File: src/rtl/gpu_mem_pkg.sv
`default_nettype none
// ============================================================================
//  Module   : gpu_mem_pkg
//  Brief    : Shared constants for the CPU/GPU data-memory arbiter: memory
//             geometry, requester IDs, FSM encoding and the GPU buffer map.
//  Revision : 1.0  initial release
// ============================================================================
package gpu_mem_pkg;

  // Memory geometry (64K x 16 single-port data memory)
  localparam int MEM_AW = 16;
  localparam int MEM_DW = 16;

  // Requester identifiers, also used as the round-robin pointer value
  localparam logic REQ_CPU = 1'b0;
  localparam logic REQ_GPU = 1'b1;

  // Arbiter FSM encoding
  typedef logic [0:0] arb_state_t;
  localparam arb_state_t ST_OPEN   = 1'b0;
  localparam arb_state_t ST_LOCKED = 1'b1;

  // Frame-loader buffer map: two 320-word distance lines, two texture lines,
  // and the single flag word at the top of memory
  localparam logic [MEM_AW-1:0] DISTANCE_1   = 16'hF800;
  localparam logic [MEM_AW-1:0] DISTANCE_2   = 16'hF940;
  localparam logic [MEM_AW-1:0] TEXTURE_1    = 16'hFA80;
  localparam logic [MEM_AW-1:0] TEXTURE_2    = 16'hFBC0;
  localparam logic [MEM_AW-1:0] FLAG_ADDRESS = 16'hFFFF;

endpackage
`default_nettype wire

File: src/rtl/starve_counter.sv
`default_nettype none
// ============================================================================
//  Module   : starve_counter
//  Brief    : Counts consecutive cycles a requester waits without a grant and
//             raises o_forced once the wait reaches MAX_WAIT.
//  Revision : 1.0  initial release
// ============================================================================
module starve_counter #(
  parameter int MAX_WAIT = 8,
  parameter int WW       = $clog2(MAX_WAIT + 1)
) (
  input  logic clk,
  input  logic clr,
  input  logic i_req,
  input  logic i_gnt,
  output logic o_forced
);

  localparam logic [WW-1:0] CNT_MAX = WW'(MAX_WAIT);

  logic [WW-1:0] r_cnt;

  // Saturating wait count; any grant or a dropped request restarts it
  always_ff @(posedge clk) begin
    if (clr) begin
      r_cnt <= '0;
    end else if (!i_req || i_gnt) begin
      r_cnt <= '0;
    end else if (r_cnt != CNT_MAX) begin
      r_cnt <= r_cnt + WW'(1);
    end
  end

  assign o_forced = i_req && (r_cnt == CNT_MAX);

endmodule
`default_nettype wire

File: src/rtl/gpu_mem_arbiter.sv
`default_nettype none
// ============================================================================
//  Module   : gpu_mem_arbiter
//  Brief    : Single-port data-memory arbiter between the CPU data port and
//             the GPU frame loader. One access per cycle, GPU priority in
//             vblank, GPU burst lock, and starvation-forced grants.
//  Revision : 1.0  initial release
// ============================================================================
module gpu_mem_arbiter
  import gpu_mem_pkg::*;
#(
  parameter int AW       = MEM_AW,
  parameter int DW       = MEM_DW,
  parameter int MAX_WAIT = 8,
  parameter int LOCK_MAX = 660
) (
  input  logic          clk,
  input  logic          clr,
  input  logic          i_vblank,
  input  logic          i_cpu_req,
  input  logic          i_cpu_we,
  input  logic [AW-1:0] i_cpu_addr,
  input  logic [DW-1:0] i_cpu_wdata,
  output logic          o_cpu_gnt,
  output logic          o_cpu_rvalid,
  output logic [DW-1:0] o_cpu_rdata,
  input  logic          i_gpu_req,
  input  logic          i_gpu_we,
  input  logic [AW-1:0] i_gpu_addr,
  input  logic [DW-1:0] i_gpu_wdata,
  input  logic          i_gpu_lock,
  output logic          o_gpu_gnt,
  output logic          o_gpu_rvalid,
  output logic [DW-1:0] o_gpu_rdata,
  output logic [AW-1:0] o_mem_addr,
  output logic          o_mem_we,
  output logic [DW-1:0] o_mem_wdata,
  input  logic [DW-1:0] i_mem_rdata
);

  localparam int             LW         = $clog2(LOCK_MAX + 1);
  localparam logic [LW-1:0]  LOCK_MAX_C = LW'(LOCK_MAX);

  arb_state_t    r_state, w_state_nxt;
  logic          r_rr_next, w_rr_nxt;
  logic [LW-1:0] r_lock_cnt, w_lock_cnt_nxt, w_lock_inc;
  logic          r_cpu_rvalid, r_gpu_rvalid;
  logic          w_cpu_forced, w_gpu_forced;
  logic          w_cpu_gnt, w_gpu_gnt;

  starve_counter #(.MAX_WAIT(MAX_WAIT)) u_cpu_wait (
    .clk      (clk),
    .clr      (clr),
    .i_req    (i_cpu_req),
    .i_gnt    (w_cpu_gnt),
    .o_forced (w_cpu_forced)
  );

  starve_counter #(.MAX_WAIT(MAX_WAIT)) u_gpu_wait (
    .clk      (clk),
    .clr      (clr),
    .i_req    (i_gpu_req),
    .i_gnt    (w_gpu_gnt),
    .o_forced (w_gpu_forced)
  );

  // Grant decision: forced side, then lock, then vblank priority, then round robin
  always_comb begin
    w_cpu_gnt = 1'b0;
    w_gpu_gnt = 1'b0;
    if (w_cpu_forced) begin
      w_cpu_gnt = 1'b1;
    end else if (w_gpu_forced) begin
      w_gpu_gnt = 1'b1;
    end else if (r_state == ST_LOCKED) begin
      w_gpu_gnt = i_gpu_req;
    end else if (i_vblank) begin
      if (i_gpu_req) w_gpu_gnt = 1'b1;
      else           w_cpu_gnt = i_cpu_req;
    end else if (r_rr_next == REQ_CPU) begin
      if (i_cpu_req) w_cpu_gnt = 1'b1;
      else           w_gpu_gnt = i_gpu_req;
    end else begin
      if (i_gpu_req) w_gpu_gnt = 1'b1;
      else           w_cpu_gnt = i_cpu_req;
    end
  end

  // Memory port mux; idle port is driven to zero
  always_comb begin
    o_mem_addr  = '0;
    o_mem_we    = 1'b0;
    o_mem_wdata = '0;
    if (w_cpu_gnt) begin
      o_mem_addr  = i_cpu_addr;
      o_mem_we    = i_cpu_we;
      o_mem_wdata = i_cpu_wdata;
    end else if (w_gpu_gnt) begin
      o_mem_addr  = i_gpu_addr;
      o_mem_we    = i_gpu_we;
      o_mem_wdata = i_gpu_wdata;
    end
  end

  assign w_lock_inc = (r_lock_cnt == LOCK_MAX_C) ? r_lock_cnt : r_lock_cnt + LW'(1);

  // Next state: lock entry/exit, lock length count and round-robin pointer
  always_comb begin
    w_state_nxt    = r_state;
    w_lock_cnt_nxt = r_lock_cnt;
    w_rr_nxt       = r_rr_next;
    if (w_cpu_gnt)      w_rr_nxt = REQ_GPU;
    else if (w_gpu_gnt) w_rr_nxt = REQ_CPU;
    case (r_state)
      ST_OPEN: begin
        if (w_gpu_gnt && i_gpu_lock) begin
          w_state_nxt    = ST_LOCKED;
          w_lock_cnt_nxt = LW'(1);
        end
      end
      ST_LOCKED: begin
        if (w_gpu_gnt) w_lock_cnt_nxt = w_lock_inc;
        // The grant that brings the count to LOCK_MAX is the last of the burst
        if (w_cpu_gnt || !i_gpu_lock) begin
          w_state_nxt    = ST_OPEN;
          w_lock_cnt_nxt = '0;
        end else if (w_lock_cnt_nxt == LOCK_MAX_C) begin
          w_state_nxt    = ST_OPEN;
          w_lock_cnt_nxt = '0;
          w_rr_nxt       = REQ_CPU;
        end
      end
      default: begin
        w_state_nxt    = ST_OPEN;
        w_lock_cnt_nxt = '0;
      end
    endcase
  end

  // State, round-robin pointer, lock count and read-valid registers
  always_ff @(posedge clk) begin
    if (clr) begin
      r_state      <= ST_OPEN;
      r_rr_next    <= REQ_CPU;
      r_lock_cnt   <= '0;
      r_cpu_rvalid <= 1'b0;
      r_gpu_rvalid <= 1'b0;
    end else begin
      r_state      <= w_state_nxt;
      r_rr_next    <= w_rr_nxt;
      r_lock_cnt   <= w_lock_cnt_nxt;
      r_cpu_rvalid <= w_cpu_gnt && !i_cpu_we;
      r_gpu_rvalid <= w_gpu_gnt && !i_gpu_we;
    end
  end

  assign o_cpu_gnt    = w_cpu_gnt;
  assign o_gpu_gnt    = w_gpu_gnt;
  assign o_cpu_rvalid = r_cpu_rvalid;
  assign o_gpu_rvalid = r_gpu_rvalid;
  assign o_cpu_rdata  = i_mem_rdata;
  assign o_gpu_rdata  = i_mem_rdata;

endmodule
`default_nettype wire
File: config.mk
export PLATFORM = sky130hd
export DESIGN_NAME = gpu_mem_arbiter
export DESIGN_NICKNAME = d
export VERILOG_FILES = /design/src/rtl/gpu_mem_pkg.sv /design/src/rtl/starve_counter.sv /design/src/rtl/gpu_mem_arbiter.sv
export SDC_FILE = /design/constraint.sdc
export NUM_CORES = 1
export LEC_CHECK = 0
export CAP_MARGIN = 5
export CORE_ASPECT_RATIO = 1.5
export CORE_MARGIN = 2
export CORE_UTILIZATION = 36
export DETAILED_ROUTE_END_ITERATION = 8
export GPL_TIMING_DRIVEN = 0
export PLACE_DENSITY = 0.87
export SLEW_MARGIN = 0
export SYNTH_ARGS = -nofsm -noshare
export SYNTH_HDL_FRONTEND = slang
export SYNTH_SLANG_ARGS = --single-unit
export TNS_END_PERCENT = 5
File: constraint.sdc
create_clock -name clk -period 6.24 [get_ports clk]
set_clock_uncertainty 0.1 [all_clocks]
set_input_delay 0.624 -clock clk [delete_from_list [all_inputs] [get_ports clk]]
set_output_delay 0.624 -clock clk [all_outputs]
set_load 0.005 [all_outputs]
* Yosys cells after proc, flatten, opt, wreduce, memory -nomap -nowiden
Cells that the tools add are included.
** Cells by class
- $mul :: 0
- Divide/modulo/power cells :: 0
- Muxes and demuxes :: 36
- $add $sub $neg :: 3
- Shift-type cells :: 0
- Bitwise logic cells :: 1
- Equality and inequality tests :: 7
- Reductions and logical operators :: 15
- Order comparisons :: 0
** Operators with widths (number)
- 2-to-1 mux 16 bit :: 4
- 2-to-1 mux 10 bit :: 6
- 2-to-1 mux 1 bit :: 24
- equality test 10 bit, second input constant :: 2
- one-hot mux 10 bit (2 select lines) :: 1
- adder 10 x 1 -> 10 bit, second input constant :: 1
- adder 4 x 1 -> 4 bit, second input constant :: 2
- equality test 4 bit, second input constant :: 2
- inequality test 4 bit, second input constant :: 2
- logical AND 1 bit :: 5
- logical NOT 1 bit :: 5
- OR reduction 2 bit :: 2
- logical OR 1 bit :: 3
- inequality test 2 bit, second input constant :: 1
- one-hot mux 1 bit (2 select lines) :: 1
- inverter 1 bit :: 1
** Storage, ports and cells
- Word-level logic and storage cells :: 69
- Memory bits (writable) :: 0
- Memory bits (read-only) :: 0
- Input port bits :: 88
- Register bits :: 22
- Memories :: 0
- Latch bits :: 0
- Output and inout bits :: 69

* Logic depth before layout (Yosys ltp)
Gate-level depths: netlist (run 1).
- Depth in word-level cells :: 12
- Mapped depth :: 12
- Gate-level depth less buffers :: 10

* Cells and area by module
Synthesis (run 1) repeated with hierarchy kept, for this count alone.
** Unflattened totals
- Cells, all modules :: 242
- Area, all modules :: 1931.9 um^2
** By module, submodules not included
- gpu_mem_arbiter :: area an instance 1514.0 um^2, instances 1, sequential area each 280.3 um^2, cells each 196
- starve_counter :: area an instance 209.0 um^2, instances 2, sequential area each 80.1 um^2, cells each 23

* Worst setup path after synthesis (run 1)
Ideal clock, no wire load.
- Kind :: input -> register
- Start :: input i_vblank
- End :: register r_lock_cnt[7]
- Library setup time :: 0.135 ns
- Path buffers :: 1
- Stages on the path :: 9
- Data required time :: 6.005 ns
- Path slack :: 3.325 ns
- Arrival time :: 2.680 ns
- Cell sequence :: or4b_4 -> o211ai_4 -> inv_2 -> and2_4 -> o211a_1 -> or4_1 -> buf_2 -> a41oi_1 -> a31oi_1
** Between the ends
- Cells in the longest elaborated chain, start to end :: 10
- Elaborated cells on any way between the ends :: 17
- Classes of those cells :: eq/ne (2); mux (13); reduce/logical (2)
** RTL lines
- start: declaration :: line gpu_mem_arbiter.sv:19 : input logic i_vblank,
- 2-to-1 mux 1 bit :: line gpu_mem_arbiter.sv:77 : end else if (i_vblank) begin
- 2-to-1 mux 1 bit :: line gpu_mem_arbiter.sv:75 : end else if (r_state == ST_LOCKED) begin
- 2-to-1 mux 1 bit :: line gpu_mem_arbiter.sv:73 : end else if (w_gpu_forced) begin
- 2-to-1 mux 1 bit :: line gpu_mem_arbiter.sv:71 : if (w_cpu_forced) begin
- 2-to-1 mux 10 bit :: line gpu_mem_arbiter.sv:122 : if (w_gpu_gnt) w_lock_cnt_nxt = w_lock_inc;
- 2-to-1 mux 10 bit :: line gpu_mem_arbiter.sv:114 : case (r_state)
- equality test 10 bit :: line gpu_mem_arbiter.sv:127 : end else if (w_lock_cnt_nxt == LOCK_MAX_C) begin
- 2-to-1 mux 10 bit :: line gpu_mem_arbiter.sv:127
- 2-to-1 mux 10 bit :: line gpu_mem_arbiter.sv:124 : if (w_cpu_gnt || !i_gpu_lock) begin
- one-hot mux 10 bit (2 select lines) :: line gpu_mem_arbiter.sv:114
- end signal: assignment :: line gpu_mem_arbiter.sv:151 : r_lock_cnt <= w_lock_cnt_nxt;
- end: declaration :: line gpu_mem_arbiter.sv:46 : logic [LW-1:0] r_lock_cnt, w_lock_cnt_nxt, w_lock_inc;
Several ways; a longest one is shown, not always the timed one. The select of a mux whose other input is x is not followed.
A chain may end at the register's enable or synchronous reset.

* Worst setup path in the final report (run 1)
- Start :: input i_cpu_req
- End :: output o_mem_addr[6]
** Between the ends
- Cells in the longest elaborated chain, start to end :: 8
- Elaborated cells on any way between the ends :: 16
- Classes of those cells :: mux (15); reduce/logical (1)
** RTL lines
- start: declaration :: line gpu_mem_arbiter.sv:20 : input logic i_cpu_req,
- 2-to-1 mux 1 bit :: line gpu_mem_arbiter.sv:81 : if (i_cpu_req) w_cpu_gnt = 1'b1;
- 2-to-1 mux 1 bit :: line gpu_mem_arbiter.sv:80 : end else if (r_rr_next == REQ_CPU) begin
- 2-to-1 mux 1 bit :: line gpu_mem_arbiter.sv:77
- 2-to-1 mux 1 bit :: line gpu_mem_arbiter.sv:75
- 2-to-1 mux 1 bit :: line gpu_mem_arbiter.sv:73
- 2-to-1 mux 1 bit :: line gpu_mem_arbiter.sv:71
- 2-to-1 mux 16 bit :: line gpu_mem_arbiter.sv:98 : end else if (w_gpu_gnt) begin
- 2-to-1 mux 16 bit * :: line gpu_mem_arbiter.sv:94 : if (w_cpu_gnt) begin
- end: declaration :: line gpu_mem_arbiter.sv:35 : output logic [AW-1:0] o_mem_addr,
Mark *: on every way between the ends. The rest lies on a longest branch, timed or not.

==> results of run 1 <==
-- sequential cells by signal, summed over array words and instances, names as in the netlist --
signal	flops
r_lock_cnt	10
o_cpu_rvalid	1
o_gpu_rvalid	1
u_gpu_wait.r_cnt	4
r_rr_next	1
r_state	1
u_cpu_wait.r_cnt	4
-- power by group --
| group | total, mW | switching (mW) | internal [mW] | leakage [nW] |
|---|---|---|---|---|
| logic | 0.196 | 0.0629 | 0.133 | 1.15 |
| registers | 0.146 | 0.00287 | 0.143 | 0.178 |
| clock network | 0.0919 | 0.0487 | 0.0433 | 0.0216 |
-- metal layers --
| metal | wire (µm) | track usage (%) | vias up |
|---|---|---|---|
| li1 | - | - | 1195 |
| met1 | 2670 | 23.5 | 1076 |
| met2 | 3810 | 41.8 | 128 |
| met3 | 558 | 5.16 | 16 |
| met4 | 182 | 7.97 | 0 |
| met5 | 0 | 0 | - |
-- kinds of logic (layout without fill, tap and decap cells) --
group | count (synthesis) | after routing | synth area share [%]
multiplexers | 3 | 3 | 1.60
AO/OA/AOI/OAI | 70 | 70 | 27.3
flip-flops | 22 | 22 | 22.6
XOR/XNOR | 6 | 6 | 2.70
adder cells (fa/ha/maj) | 6 | 6 | 3.85
AND/OR/NAND/NOR | 86 | 86 | 24.4
buffers and inverters | 59 | 202 | 17.6
-- worst paths after layout --
check / end / slack [ps] / depth (start not counted)
setup / recovery: o_mem_addr[6] / 2090 / 7
hold / removal: u_gpu_wait.r_cnt[3] / 420 / 2
setup reg to reg: r_lock_cnt[2] / 3170 / 12
hold reg to reg: u_gpu_wait.r_cnt[3] / 420 / 2
-- through the flow --
step	util [%]	hold slack [ps]	std cells	power, mW	area, µm²
6_report	67.3	421	463	0.434	3480
5_1_grt	67.3	468	463	0.454	3480
4_1_cts	67.3	425	463	0.433	3480
3_5_place_dp	66.5	401	460	0.344	3440
3_3_place_gp	66.5	390	460	0.342	3440
2_1_floorplan	-	372	252	0.218	1950
-- critical path, delay by kind of cell --
| kind | cells | cell delay (ps) |
|---|---|---|
| buffers and inverters | 3 | 1460 |
| AO/OA/AOI/OAI | 3 | 830 |
| AND/OR/NAND/NOR | 1 | 500 |
-- final cells by class --
| cell class | count | area share (%) |
|---|---|---|
| buffer | 48 | 8.67 |
| sequential | 22 | 12.7 |
| multi-input combinational | 171 | 33.5 |
| timing repair buffer | 140 | 40.3 |
| tap | 68 | 2.45 |
| inverter | 11 | 1.19 |
| clock buffer | 3 | 1.19 |
-- cell usage in the layout, fill, tap and decap left out, types with 2 or more instances in the layout --
cell type and count:
clkbuf_8 3, nand3_1 15, and3_1 4, a31oi_1 5, nand3b_1 4, nor3_1 8, clkdlybuf4s50_1 140, a41oi_1 2
or4_1 2, clkbuf_1 15, inv_1 10, nand4_1 8, buf_4 32, o2111ai_1 2, and4b_1 2, dfxtp_1 22
mux2i_1 2, nor4b_1 2, nor2_1 14, a22o_1 32, a21oi_1 13, xor2_1 3, nand4b_1 2, ha_1 6
xnor2_1 3, o21ai_1 2, o21ai_0 5, or3_1 2, nand2_1 16, a211oi_1 2
==> summary.md, run 1 <==
| Metric | Value |
|---|---|
| Vias | 2415 |
| Worst rel slew slack | just over 50% |
| Initial antenna violation count | 0 |
| Synth area leader | dfxtp_1 |
| Worst hold path type | reg -> reg |
| Worst endpoint required time | 5520 ps |
| Final hold vios | 0 |
| Crit-path cells | clkdlybuf4s50_1, or4b_4, o21a_1, o21ai_1, clkbuf_1, a22o_1, clkdlybuf4s50_1 |
| Syn Inst Count | approximately 250 |
| Vias in the first global route | around 2300 |
| Crit Path Class | in -> out |
| Post-synth net total | around 350 |
| First-pass GRT wire length | 10600 µm |
| Hold Crit Start | u_gpu_wait.r_cnt[3] |
| Post-synth EDFFs | 0 |
| Final nets | a little under 500 |
| Post-Place Setup Slack | 2090 ps |
| Endpoints failing setup | 0 |
| Setup ws final | approximately 2100 ps |
| IO buf count | 140 |
| Worst Path Max Fanout | 10 |
| Synthesized flop and latch total | 22 |
| CTS max path bufs | 2 |
| Initial core utilization | between 30% and 40% |
| Minimum clock period | 4150 ps |
| I/O Pins | about 160 |
| Worst Setup Start Kind | input port |
| Async SR Flop Fraction | 0% |
| Core ar. | around 5200 µm² |
| Width of the die | 64.1 µm |
| Commonest cells post-synth | a22o_1, buf_4, dfxtp_1 |
| Setup TNS | 0 ps |
| Worst path most repeated cell | clkdlybuf4s50_1 |
| Clk slew on worst S/H paths | 80 ps |
| Deepest level of the CTS H-tree | 1 |
| Area grow syn2layout | 78.4% |
| Share of cells above drive strength 1 | roughly 10% |
| YS warnings | 0 |
| Largest net degree at the start of global routing | 12 |
| Final slew viol count | 0 |
| FP Rows | 32 |
| CP Capture Type | primary output |
| Residual DRC | 0 |
| Drt total wl | 7230 µm |
| Synthesized area | 1950 µm² |
| Post-CTS Hold Buffers | 0 |
| Worst-margin pin slew | slightly above 700 ps |
| Top cell type's share of synthesized area | between 20 and 25% |
| Leak | 1.35 nW |
| Fmax | roughly 240 MHz |
| DRT antenna net count | 0 |
| Antenna cells | 0 |
| Critical Path Source | i_cpu_req |
| DIE HEIGHT | 94.1 µm |
| CTS Root Cell | clkbuf_8 |
| TritonCTS clock tree | built |
| TritonCTS Buffers | 3 |
| Remaining Overflow, GRT | 0 |
| Clock Sink Count | 22 |
| Max_cap viols | 0 |
| Skew-Pair Late Insertion Delay | 270 ps |
| Overall Global Routing Usage | between 20% and 30% |
| Critical R2R Launch | u_gpu_wait.r_cnt[0] |
| Unrepaired setup endpoints after global routing | false |
| Sequential Area | around 440 µm² |
| Sequential cell area fraction in the yosys report | 22.6% |
| Peak VDD IR | roughly 140 µV |
| DRT Pass-1 Iters | 4 |
| Cell variety after synth | between 40 and 50 |
| CP arrival | roughly 3400 ps |
| Slowest cell delay on critical path | around 520 ps |
| Slowest CP cell | clkdlybuf4s50_1 |
| Dominant cells by area after synthesis | dfxtp_1, a22o_1, buf_4 |
| Filler cell count | 428 |
| Outcome | completed |
| DRT iter0 DRCs | 84 |
| Power per cell area | ~120 nW/µm² |
| Via density | 5.22 |
| CTS resizes | 0 |
| Die Area | between 6000 and 7000 µm² |
| DR WL/cell | ~16 µm |
| Top FF cell, synth | dfxtp_1 |
| Setup bufs post-CTS | 0 |
| Final period util | between 60 and 70% |
| Placer Congestion | 0.939 |
| Synthesized area per cell | 7.74 µm² |
| Multi-input logic area | roughly 1200 µm² |
| Post-DP HPWL | about 6000 µm |
Note: power is estimated with default switching activity, not from simulation.
==> inputs of run 2 (changes only) <==
--- a/config.mk
+++ b/config.mk
@@ -8,10 +8,10 @@
 export CAP_MARGIN = 5
 export CORE_ASPECT_RATIO = 1.5
 export CORE_MARGIN = 2
-export CORE_UTILIZATION = 36
+export CORE_UTILIZATION = 30
 export DETAILED_ROUTE_END_ITERATION = 8
 export GPL_TIMING_DRIVEN = 0
-export PLACE_DENSITY = 0.87
+export PLACE_DENSITY = 0.78
 export SLEW_MARGIN = 0
 export SYNTH_ARGS = -nofsm -noshare
 export SYNTH_HDL_FRONTEND = slang
==> constraint.sdc (replaced) <==
create_clock -name clk -period 3.55 [get_ports clk]
set_clock_uncertainty 0.1 [all_clocks]
set_input_delay 0.355 -clock clk [delete_from_list [all_inputs] [get_ports clk]]
set_output_delay 0.355 -clock clk [all_outputs]
set_load 0.005 [all_outputs]
==> run 2 against run 1 <==
  * Worst hold slack improved by 6.5 ps
  * Register-to-register slack worse by 2800 ps
  * Clock-buffer cell count unchanged
  * Sequential cell count unchanged
  * Power up 95%
  * Combinational power grew 76%
  * Via count increased by 1.4%
  * Largest cell class unchanged
==> summary.md, run 2 (same netlist as run 1, synthesis figures left out) <==
| Metric | Value |
|---|---|
| DRT Pass-1 Iters | 4 |
| First-pass GRT wire length | about 9900 µm |
| Post-CTS Hold Buffers | 0 |
| Worst endpoint required time | 3090 ps |
| CTS Root Cell | clkbuf_8 |
| Leak | roughly 1.4 nW |
| Final core occ | between 50% and 60% |
| Core ar. | about 6400 µm² |
| Final hold vios | 0 |
| CTS max path bufs | 2 |
| Initial antenna violation count | 0 |
| Fin cells | between 400 and 500 |
| Slowest CP cell | clkdlybuf4s50_1 |
| Hold Crit Start | u_gpu_wait.r_cnt[3] |
| CP Capture Type | primary output |
| Worst rel slew slack | approximately 62% |
| Minimum clock period | roughly 3400 ps |
| Setup ws final | approximately 140 ps |
| Critical R2R Launch | u_gpu_wait.r_cnt[0] |
| Vias in the first global route | roughly 2200 |
| IO buf count | 140 |
| Unrepaired setup endpoints after global routing | false |
| Drt total wl | roughly 6800 µm |
| Deepest level of the CTS H-tree | 1 |
| Endpoints failing setup | 0 |
| Via density | roughly 5.2 |
| DR WL/cell | 14.5 µm |
| Placed cell count | between 400 and 500 |
| Slowest cell delay on critical path | 530 ps |
| CP arrival | between 2000 and 3000 ps |
| Fmax | slightly below 300 MHz |
| TritonCTS Buffers | 3 |
| Vias | 2448 |
| Worst-margin pin slew | around 560 ps |
| Final nets | 490 |
| Largest net degree at the start of global routing | 14 |
| Overall Global Routing Usage | around 17% |
| DRT iter0 DRCs | 59 |
| Max reg flops | 10 |
| Initial core utilization | a little under a third |
| Placer Congestion | around 0.97 |
| Remaining Overflow, GRT | 0 |
| Most common cell after layout, fill and taps aside | clkdlybuf4s50_1 |
| Share of cells above drive strength 1 | 11.6% |
| Width of the die | between 60 and 70 µm |
| Top Family by Delay on Critical Path | buffers and inverters |
| Outcome | completed |
| Worst hold path type | reg -> reg |
| Leading cell types in the layout, fill and taps excluded | clkdlybuf4s50_1, a22o_1, buf_4 |
| Final period util | 96.0% |
| Crit-path cells | clkdlybuf4s50_1, or4b_4, o21a_1, o21ai_2, clkbuf_1, a22o_1, clkdlybuf4s50_1 |
| Clock Sink Count | 22 |
| Worst Path Max Fanout | 10 |
| Post-Place Setup Slack | -86.2 ps |
| Peak VDD IR | about 210 µV |
| DIE HEIGHT | about 100 µm |
| DRT antenna net count | 0 |
| Skew-Pair Late Insertion Delay | approximately 270 ps |
| Bufs and invs on worst path | 3 |
| Area grow syn2layout | 80.6% |
| Clk slew on worst S/H paths | approximately 90 ps |
| Regs by FF count | r_lock_cnt x10, u_cpu_wait.r_cnt x4, u_gpu_wait.r_cnt x4 |
| FP Rows | 36 |
| Max_cap viols | 0 |
| TritonCTS clock tree | built |
| Worst path most repeated cell | clkdlybuf4s50_1 |
| Crit Path Class | in -> out |
| I/O Pins | 157 |
| Worst Setup Start Kind | input port |
| Critical Path Source | i_cpu_req |
| Residual DRC | 0 |
| Final slew viol count | 0 |
| Top reg by flops | r_lock_cnt |
| Post-DP HPWL | around 5600 µm |
| Power per cell area | 240 nW/µm² |
| Hold slack | around 430 ps |
| Die Area | 7170 µm² |
| Antenna cells | 0 |
-- run 2: cell types whose count changed in the layout (fill, tap and decap cells not counted), sizes merged --
cell / before / now
bufinv: 0 / 1
clkbuf: 18 / 17
-- run 2: report_power, final --
part | leakage [nW] | switching, mW | internal (mW)
Sequential | 0.178 | 0.00534 | 0.251
Clock | 0.0357 | 0.0922 | 0.151
Combinational | 1.16 | 0.111 | 0.234
-- run 2: repair_timing --
| action | CTS | global route |
|---|---|---|
| gates cloned | 0 | 0 |
| pin swaps | 0 | 0 |
| endpoints found under the hold margin | 0 | 0 |
| endpoints found under the setup margin | 30 | 29 |
| gates resized for setup | 4 | 0 |
| buffers inserted | 0 | 0 |
-- run 2: through the flow --
| step | TNS, ps | power (mW) | instance area [µm²] |
|---|---|---|---|
| 2_1_floorplan | 0 | 0.384 | 1950 |
| 3_3_place_gp | -386 | 0.603 | 3450 |
| 3_5_place_dp | -993 | 0.606 | 3450 |
| 4_1_cts | 0 | 0.843 | 3520 |
| 5_1_grt | 0 | 0.875 | 3520 |
| 6_report | 0 | 0.845 | 3520 |
-- run 2: cell type report --
class,count,area (µm²)
clock inverters,1,30.0
repair buffers,140,1400
multi-input cells,171,1170
plain buffers,47,302
flip-flops and latches,22,440
well taps,76,95.1
inverters,11,41.3
fillers,598,2880
clock buffers,3,41.3
-- run 2: worst paths after layout --
check	to	slack, ps	cells past startpoint
worst max-delay path	o_mem_addr[2]	140	7
worst min-delay path	u_gpu_wait.r_cnt[3]	430	2
worst max register to register	r_lock_cnt[7]	390	12
worst min register to register	u_gpu_wait.r_cnt[3]	430	2
-- run 2: worst register-to-register path, cell delays in order, from the launching register on --
cell and delay [ps]:
dfxtp_1 370, inv_1 80, ha_1 190, and3b_1 170, clkbuf_1 200, o211ai_4 370, inv_2 200, and2_4 190
o211a_1 190, or4_1 500, buf_2 210, a41oi_1 220, a31oi_1 50
-- run 2: layer usage --
metal	part of all wire, %	wire (µm)	track usage (%)	vias to the layer above
met5	0	0	0	-
met2	53	3640	31.1	112
met1	36	2490	18.5	1133
met4	1.2	85	3.40	0
met3	9.1	624	4.79	9
li1	-	-	-	1194
